**config.mk**
```make
export PLATFORM = sky130hd
export DESIGN_NAME = fizzbuzz_stream_ctrl
export DESIGN_NICKNAME = d
export VERILOG_FILES = /design/src/rtl/fizzbuzz_pkg.sv /design/src/rtl/mod_counter.sv /design/src/rtl/fizzbuzz_stream_ctrl.sv
export SDC_FILE = /design/constraint.sdc
export NUM_CORES = 1
export LEC_CHECK = 0
export BUFFER_PORTS_ARGS = -buffer_cell sky130_fd_sc_hd__buf_2
export CORE_MARGIN = 3
export CORE_UTILIZATION = 52
export DETAILED_ROUTE_END_ITERATION = 6
export PLACE_DENSITY = 0.74
export SETUP_SLACK_MARGIN = 0.4
export SLEW_MARGIN = 20
export SYNTH_ARGS = -nofsm -noshare
export SYNTH_HDL_FRONTEND = slang
export SYNTH_SLANG_ARGS = --single-unit
```
**constraint.sdc**
```tcl
create_clock -name clk -period 2.8 [get_ports clk]
set_clock_uncertainty 0.05 [all_clocks]
set_input_delay 0.28 -clock clk [delete_from_list [all_inputs] [get_ports clk]]
set_output_delay 0.28 -clock clk [all_outputs]
set_load 0.02 [all_outputs]
```
**src/rtl/fizzbuzz_pkg.sv**
```systemverilog
// Shared types for the FizzBuzz stream sequencer.
// Beat classification and sequencer FSM states.
package fizzbuzz_pkg;

  typedef enum logic [1:0] {
    NUM      = 2'd0,
    FIZZ     = 2'd1,
    BUZZ     = 2'd2,
    FIZZBUZZ = 2'd3
  } kind_t;

  typedef enum logic [1:0] {
    IDLE = 2'd0,
    RUN  = 2'd1,
    DONE = 2'd2
  } state_t;

endpackage

```
**src/rtl/mod_counter.sv**
```systemverilog
// Modulo-MOD up-counter with synchronous clear.
// wrap flags the increment that rolls MOD-1 back to 0.
module mod_counter #(
  parameter int MOD = 3,
  parameter int W   = (MOD > 1) ? $clog2(MOD) : 1
) (
  input  logic         clk,
  input  logic         reset,
  input  logic         clr,
  input  logic         inc,
  output logic [W-1:0] value,
  output logic         wrap
);

  localparam logic [W-1:0] LAST = W'(MOD - 1);

  assign wrap = inc & (value == LAST);

  always_ff @(posedge clk or posedge reset) begin
    if (reset) begin
      value <= '0;
    end else if (clr || wrap) begin
      value <= '0;
    end else if (inc) begin
      value <= value + W'(1);
    end
  end

endmodule

```
**src/rtl/fizzbuzz_stream_ctrl.sv**
```systemverilog
// FizzBuzz stream sequencer: emits cfg_len classified beats
// over a valid/ready handshake, with abort and done pulse.
module fizzbuzz_stream_ctrl
  import fizzbuzz_pkg::*;
#(
  parameter int FIZZ_DIV   = 3,
  parameter int BUZZ_DIV   = 5,
  parameter int MAX_CYCLES = 100,
  parameter int LW         = 16,
  parameter int VW         = $clog2(MAX_CYCLES)
) (
  input  logic          clk,
  input  logic          reset,
  input  logic          start,
  input  logic          stop,
  input  logic [LW-1:0] cfg_len,
  input  logic          out_ready,
  output logic          out_valid,
  output logic [VW-1:0] out_value,
  output logic [1:0]    out_kind,
  output logic          busy,
  output logic          done
);

  localparam int FW = $clog2(FIZZ_DIV);
  localparam int BW = $clog2(BUZZ_DIV);

  state_t        state;
  logic [LW-1:0] remaining;
  logic          hs;
  logic          ld;
  logic          cnt_wrap;
  logic          res_clr;
  logic [FW-1:0] fz_res;
  logic [BW-1:0] bz_res;
  logic          fz_wrap_unused;
  logic          bz_wrap_unused;
  kind_t         kind;

  assign hs      = out_valid & out_ready;
  assign ld      = (state == IDLE) & start;
  // residues restart with the value counter so they track it exactly
  assign res_clr = ld | cnt_wrap;

  mod_counter #(.MOD(MAX_CYCLES), .W(VW)) u_val (
    .clk   (clk),
    .reset (reset),
    .clr   (ld),
    .inc   (hs),
    .value (out_value),
    .wrap  (cnt_wrap)
  );

  mod_counter #(.MOD(FIZZ_DIV), .W(FW)) u_fizz (
    .clk   (clk),
    .reset (reset),
    .clr   (res_clr),
    .inc   (hs),
    .value (fz_res),
    .wrap  (fz_wrap_unused)
  );

  mod_counter #(.MOD(BUZZ_DIV), .W(BW)) u_buzz (
    .clk   (clk),
    .reset (reset),
    .clr   (res_clr),
    .inc   (hs),
    .value (bz_res),
    .wrap  (bz_wrap_unused)
  );

  assign kind     = kind_t'({bz_res == '0, fz_res == '0});
  assign out_kind = kind;

  always_ff @(posedge clk or posedge reset) begin
    if (reset) begin
      state     <= IDLE;
      remaining <= '0;
      out_valid <= 1'b0;
      busy      <= 1'b0;
      done      <= 1'b0;
    end else begin
      unique case (state)
        IDLE: begin
          done <= 1'b0;
          if (start) begin
            if (cfg_len != '0) begin
              state     <= RUN;
              remaining <= cfg_len;
              out_valid <= 1'b1;
              busy      <= 1'b1;
            end else begin
              state <= DONE;
              done  <= 1'b1;
            end
          end
        end
        RUN: begin
          if (hs) begin
            remaining <= remaining - LW'(1);
          end
          if (stop || (hs && remaining == LW'(1))) begin
            state     <= DONE;
            out_valid <= 1'b0;
            busy      <= 1'b0;
            done      <= 1'b1;
          end
        end
        DONE: begin
          state <= IDLE;
          done  <= 1'b0;
        end
        default: begin
          state     <= IDLE;
          out_valid <= 1'b0;
          busy      <= 1'b0;
          done      <= 1'b0;
        end
      endcase
    end
  end

endmodule
```
## Word-level counts from Yosys, hierarchy flattened

Cells that the tools add are included.
Widths: inputs -> output; s select.

| word-level totals | value |
|---|---|
| logic and storage cells | 66 |
| bits of input ports | 21 |
| output and inout bits | 12 |
| bits in registers | 32 |

| operators by class | value |
|---|---|
| bitwise gates (word level) | 7 |
| reductions and logical operators | 16 |
| add/subtract/negate cells | 4 |
| equality and inequality tests | 10 |
| multiplexer cells | 22 |

Operators by type and width:

| kind | number |
|---|---|
| $mux 16 | 3 |
| $pmux 16 s2 | 1 |
| $eq 16x1->1 const B | 1 |
| $reduce_bool 16->1 | 1 |
| $sub 16x1->16 const B | 1 |
| $mux 7 | 2 |
| $mux 2 | 5 |
| $reduce_and 4->1 | 2 |
| $reduce_bool 2->1 | 4 |
| $add 7x1->7 const B | 1 |
| $eq 7x7->1 const B | 1 |
| $mux 1 | 6 |
| $mux 3 | 2 |
| $ne 2x2->1 const B | 3 |
| $and 1x1->1 | 5 |
| $eq 2x2->1 const B | 2 |
| $logic_not 2->1 | 2 |
| $logic_or 1x1->1 | 4 |
| $pmux 2 s2 | 1 |
| $add 3x1->3 const B | 1 |
| $eq 3x3->1 const B | 1 |
| $logic_not 3->1 | 1 |
| $pmux 1 s3 | 1 |
| $add 2x1->2 const B | 1 |
| other kinds (7) | 7 |

## Depth between registers and ports, before layout

| logic depth | value |
|---|---|
| depth in word-level cells | 5 |
| gate-level depth with buffers | 6 |
| mapped depth without buffers | 6 |

## Modules after synthesis

From an unflattened synthesis, not the netlist that was laid out.

| second synthesis, totals | value |
|---|---|
| cells, all modules | 218 |
| area total of the unflattened synthesis | 2,072.0 µm² |

Modules (own cells, without submodules):

| module | sequential area each (µm²) | area an instance (µm²) | cells each | times used |
|---|---|---|---|---|
| fizzbuzz_stream_ctrl | 500.5 | 1,428.9 | 154 | 1 |
| mod_counter (u_val) | 175.2 | 352.8 | 33 | 1 |
| mod_counter (u_buzz) | 75.1 | 176.4 | 20 | 1 |
| mod_counter (u_fizz) | 50.0 | 113.9 | 11 | 1 |

## Least setup slack after synthesis

Ideal clock, no wire load.

| timing path | value |
|---|---|
| path kind | flip-flop to flip-flop |
| start point | register remaining[2] |
| end point | register remaining[15] |
| setup time | 0.080 ns |
| arrival | 1.982 ns |
| data required time | 2.670 ns |
| buffers on the path | 1 |
| period minus slack after synthesis | 2.112 ns |
| setup slack | 0.688 ns |
| stages on the path, launching flop included | 6 |
| path through | dfrtp_1 -> or4_1 -> buf_2 -> or4_4 -> o41a_1 -> o211ai_2 |

| between the ends | value |
|---|---|
| word-level cells in the longest chain between the ends | 3 |

RTL lines:

| item | line | source |
|---|---|---|
| start: declaration | fizzbuzz_stream_ctrl.sv:29 | `logic [LW-1:0] remaining;` |
| start signal: assignment | fizzbuzz_stream_ctrl.sv:89 | `remaining <= cfg_len;` |
| start signal: assignment | fizzbuzz_stream_ctrl.sv:100 | `remaining <= remaining - LW'(1);` |
| $sub 16x1->16 | fizzbuzz_stream_ctrl.sv:100 |  |
| $mux 16 | fizzbuzz_stream_ctrl.sv:99 | `if (hs) begin` |
| $pmux 16 s2 | fizzbuzz_stream_ctrl.sv:83 | `unique case (state)` |

Every way passes these cells. The select of a mux whose other input is x is not followed.
A chain may end at the register's enable or synchronous reset.

## Final worst setup path

Same ends and word-level chain as after synthesis.

==> qor.yml <==
outcome:
  status: "complete, but fails checks"
  violations: "hold timing"
critical_path:
  reg2reg_slack_ns: 0.52
  endpoint: "remaining[15]$_DFFE_PP0P_"
  timing.rr.start: "remaining[2]$_DFFE_PP0P_"
  critical_path.slowest_cell: "or4_1"
  r2r_cells: 4
  worstPathArrival_ns: 2.44
  critPathBufInv: 0
  crit_chain: "or4_1 -> or4_4 -> o41a_1 -> o211ai_2"
  cp-start-kind: "flop"
  end_kind: "flop"
  path_depth: 4
  required_ns: 2.96
  max_stage_delay_ns: 0.70
  worstPathMaxFanout: 7
  crit_path_start: "remaining[2]$_DFFE_PP0P_"
  r2r_end: "remaining[15]$_DFFE_PP0P_"
  crit_type: "flop to flop"
  cpLargestDelayFamily: "simple AND/OR/NAND/NOR gates"
cts:
  root_buffer: "clkbuf_8"
  cts_tree: "yes"
  ctsResizeCount: 0
  clkTransAtPathRegs_ns: 0.07
  cts_hold_buf: 0
  cts_setup_buffers: 0
  numCtsBuffers: 5
  clk_latency_ns: 0.29
  clkSinkCount: 32
  htreeDepth: 2
  clock_path_buffers: 2
run:
  max_cap_viol_count: 0
synth:
  syn_nets: 243
  synth_ff_type: "dfrtp_1"
  ys_ff_latch: 32
  synthDistinctLibCells: 54
  synth_cells: 215
  ys_warn_count: 0
  avgSynthCellArea_um2: 9.29
  synth_seq_area_share: 0.401
  synth_async_sr_flop_share: 1.00
  synth_edf_count: 0
  syn-cell-area_mm2: 0.00200
cells_and_area:
  fin_util: 0.666
  nets: 278
  fin_cells: 297
  insertedDiodeCount: 0
  layout-drive-gt1-share: 0.227
  areaGrowthSynthToFinish_pct: 17.5
grt:
  antenna_found_initial: 0
  grt_max_degree: 28
  grt_pass1_vias: 1661
  grt_first_pass_wirelength_um: 8240
  groute.usage.overall: 0.240
  grt_overflow_total: 0
placed_design:
  dp_hpwl_um: 3650
  pre_cts_slack_ns: 0.480
  dp.cells: 289
  portBuffers: 32
  routabilityCongestion: 0.937
floorplan:
  io_pins: 33
  rows: 21
  initial_core_util: 0.567
  die_w_um: 68.0
  die_area_mm2: 0.00462
  die_y_um: 68.0
  core_mm2: 0.00352
routing:
  ant_nets: 0
  vias: 1927
  via_per_inst: 6.49
  drc_errors: 0
  wl_um: 5030
  drt_iter0_drc: 152
  wl_per_cell_um: 16.9
  drtPass1Iterations: 4
sta:
  holdWs_ns: -0.00722
  max_freq_mhz: 438
  period_share: 0.816
  tightestPinTransition_ns: 0.592
  grt_setup_unrepaired: "false"
  final-hold-violation-count: 13
  fin_ws_ns: 0.515
  setup_viol: 0
  slew_headroom: 0.605
  fin_tns_setup_ns: 0
  drv_slew: 0
  min_period_ns: 2.28
power:
  leakage_nw: 1.01
  power_density_mw_per_mm2: 1070
  vdd_drop_max_uv: 445
worst_hold_path:
  hold_path.class: "input port to asynchronous set/reset pin"
==> final cells by class <==
type | count | area [um^2]
Fill cell | 294 | 1170
Timing Repair Buffer | 39 | 213
Clock buffer | 7 | 96.3
Clock inverter | 1 | 30.0
Tap cell | 46 | 57.6
Multi-Input combinational cell | 161 | 1110
Sequential cell | 32 | 801
Inverter | 11 | 41.3
==> sequential cells by signal (all words and copies together), names as in the netlist <==
signal	count
busy	1
u_buzz.value	3
u_fizz.value	2
u_val.value	7
done	1
state	2
remaining	16
==> kinds of logic after synthesis <==
logic type,synth area share
and+or+nand+nor,0.230
AOI/OAI and AO/OA,0.243
DFF,0.401
buffers and inverters,0.0445
adders and majority gates,0.0439
xor gates and xnor gates,0.0263
muxes,0.0113
==> worst reg2reg max path: cells and delay by family, from the launching register on <==
family,cells,cell delay (ns)
flip-flops,1,0.45
AND/OR/NAND/NOR,2,1.24
AO/OA/AOI/OAI,2,0.47
==> synth_stat cells (6+ instances only) <==
master / n / share of area
dfrtp_1: 32 / 0.40
nor2_1: 17 / 0.032
nand2_1: 15 / 0.028
inv_1: 11 / 0.021
nand3_1: 11 / 0.028
clkbuf_1: 8 / 0.015
o211ai_1: 8 / 0.030
a21oi_1: 7 / 0.018
ha_1: 7 / 0.044
nor3_1: 7 / 0.018
or4_1: 6 / 0.023
==> report_power, final <==
group / internal [W] / switching, W / total (W)
clock: 0.000314 / 0.000173 / 0.000487
combinational: 0.000455 / 0.000686 / 0.00114
sequential: 0.000657 / 0.000223 / 0.000880
==> worst min path at each step <==
stage / to / slack, ns / cells after the start
floorplan: busy$_DFFE_PP0P_ / 0.35 / 1
global placement: busy$_DFFE_PP0P_ / 0.32 / 2
detailed placement: done$_DFFE_PP0P_ / 0.33 / 2
CTS: remaining[1]$_DFFE_PP0P_ / 0.02 / 2
global route: busy$_DFFE_PP0P_ / 0.04 / 2
finish: busy$_DFFE_PP0P_ / -0.007 / 2
==> cell usage in the layout (no fill, tap or decap), types with 5 or more instances in the layout <==
cell type,Yosys,final
a22oi_1,5,5
o21ai_0,5,5
buf_2,2,32
clkbuf_8,0,7
nand3_1,11,11
o211ai_1,8,8
inv_1,11,11
nor4_1,5,5
buf_4,1,7
nand2_1,15,15
ha_1,7,7
nor3_1,7,7
dfrtp_1,32,32
o22ai_1,5,5
xor2_1,5,5
or4_1,6,6
nor2_1,17,17
a21oi_1,7,7
==> layer usage <==
metal,up-vias,track usage,wire [um]
met1,938,0.366,2360
met5,-,0,0
met2,83,0.338,2250
met3,5,0.0624,384
met4,0,0.0521,41
li1,901,-,-
==> metrics by stage <==
stage	cell area, um^2	power [W]
after CTS	2350	0.00250
after global placement	2220	0.00200
final	2350	0.00251
after detailed placement	2220	0.00201
after floorplan	2000	0.00169
after global routing	2350	0.00268
Power figures use the tool's default switching activity.
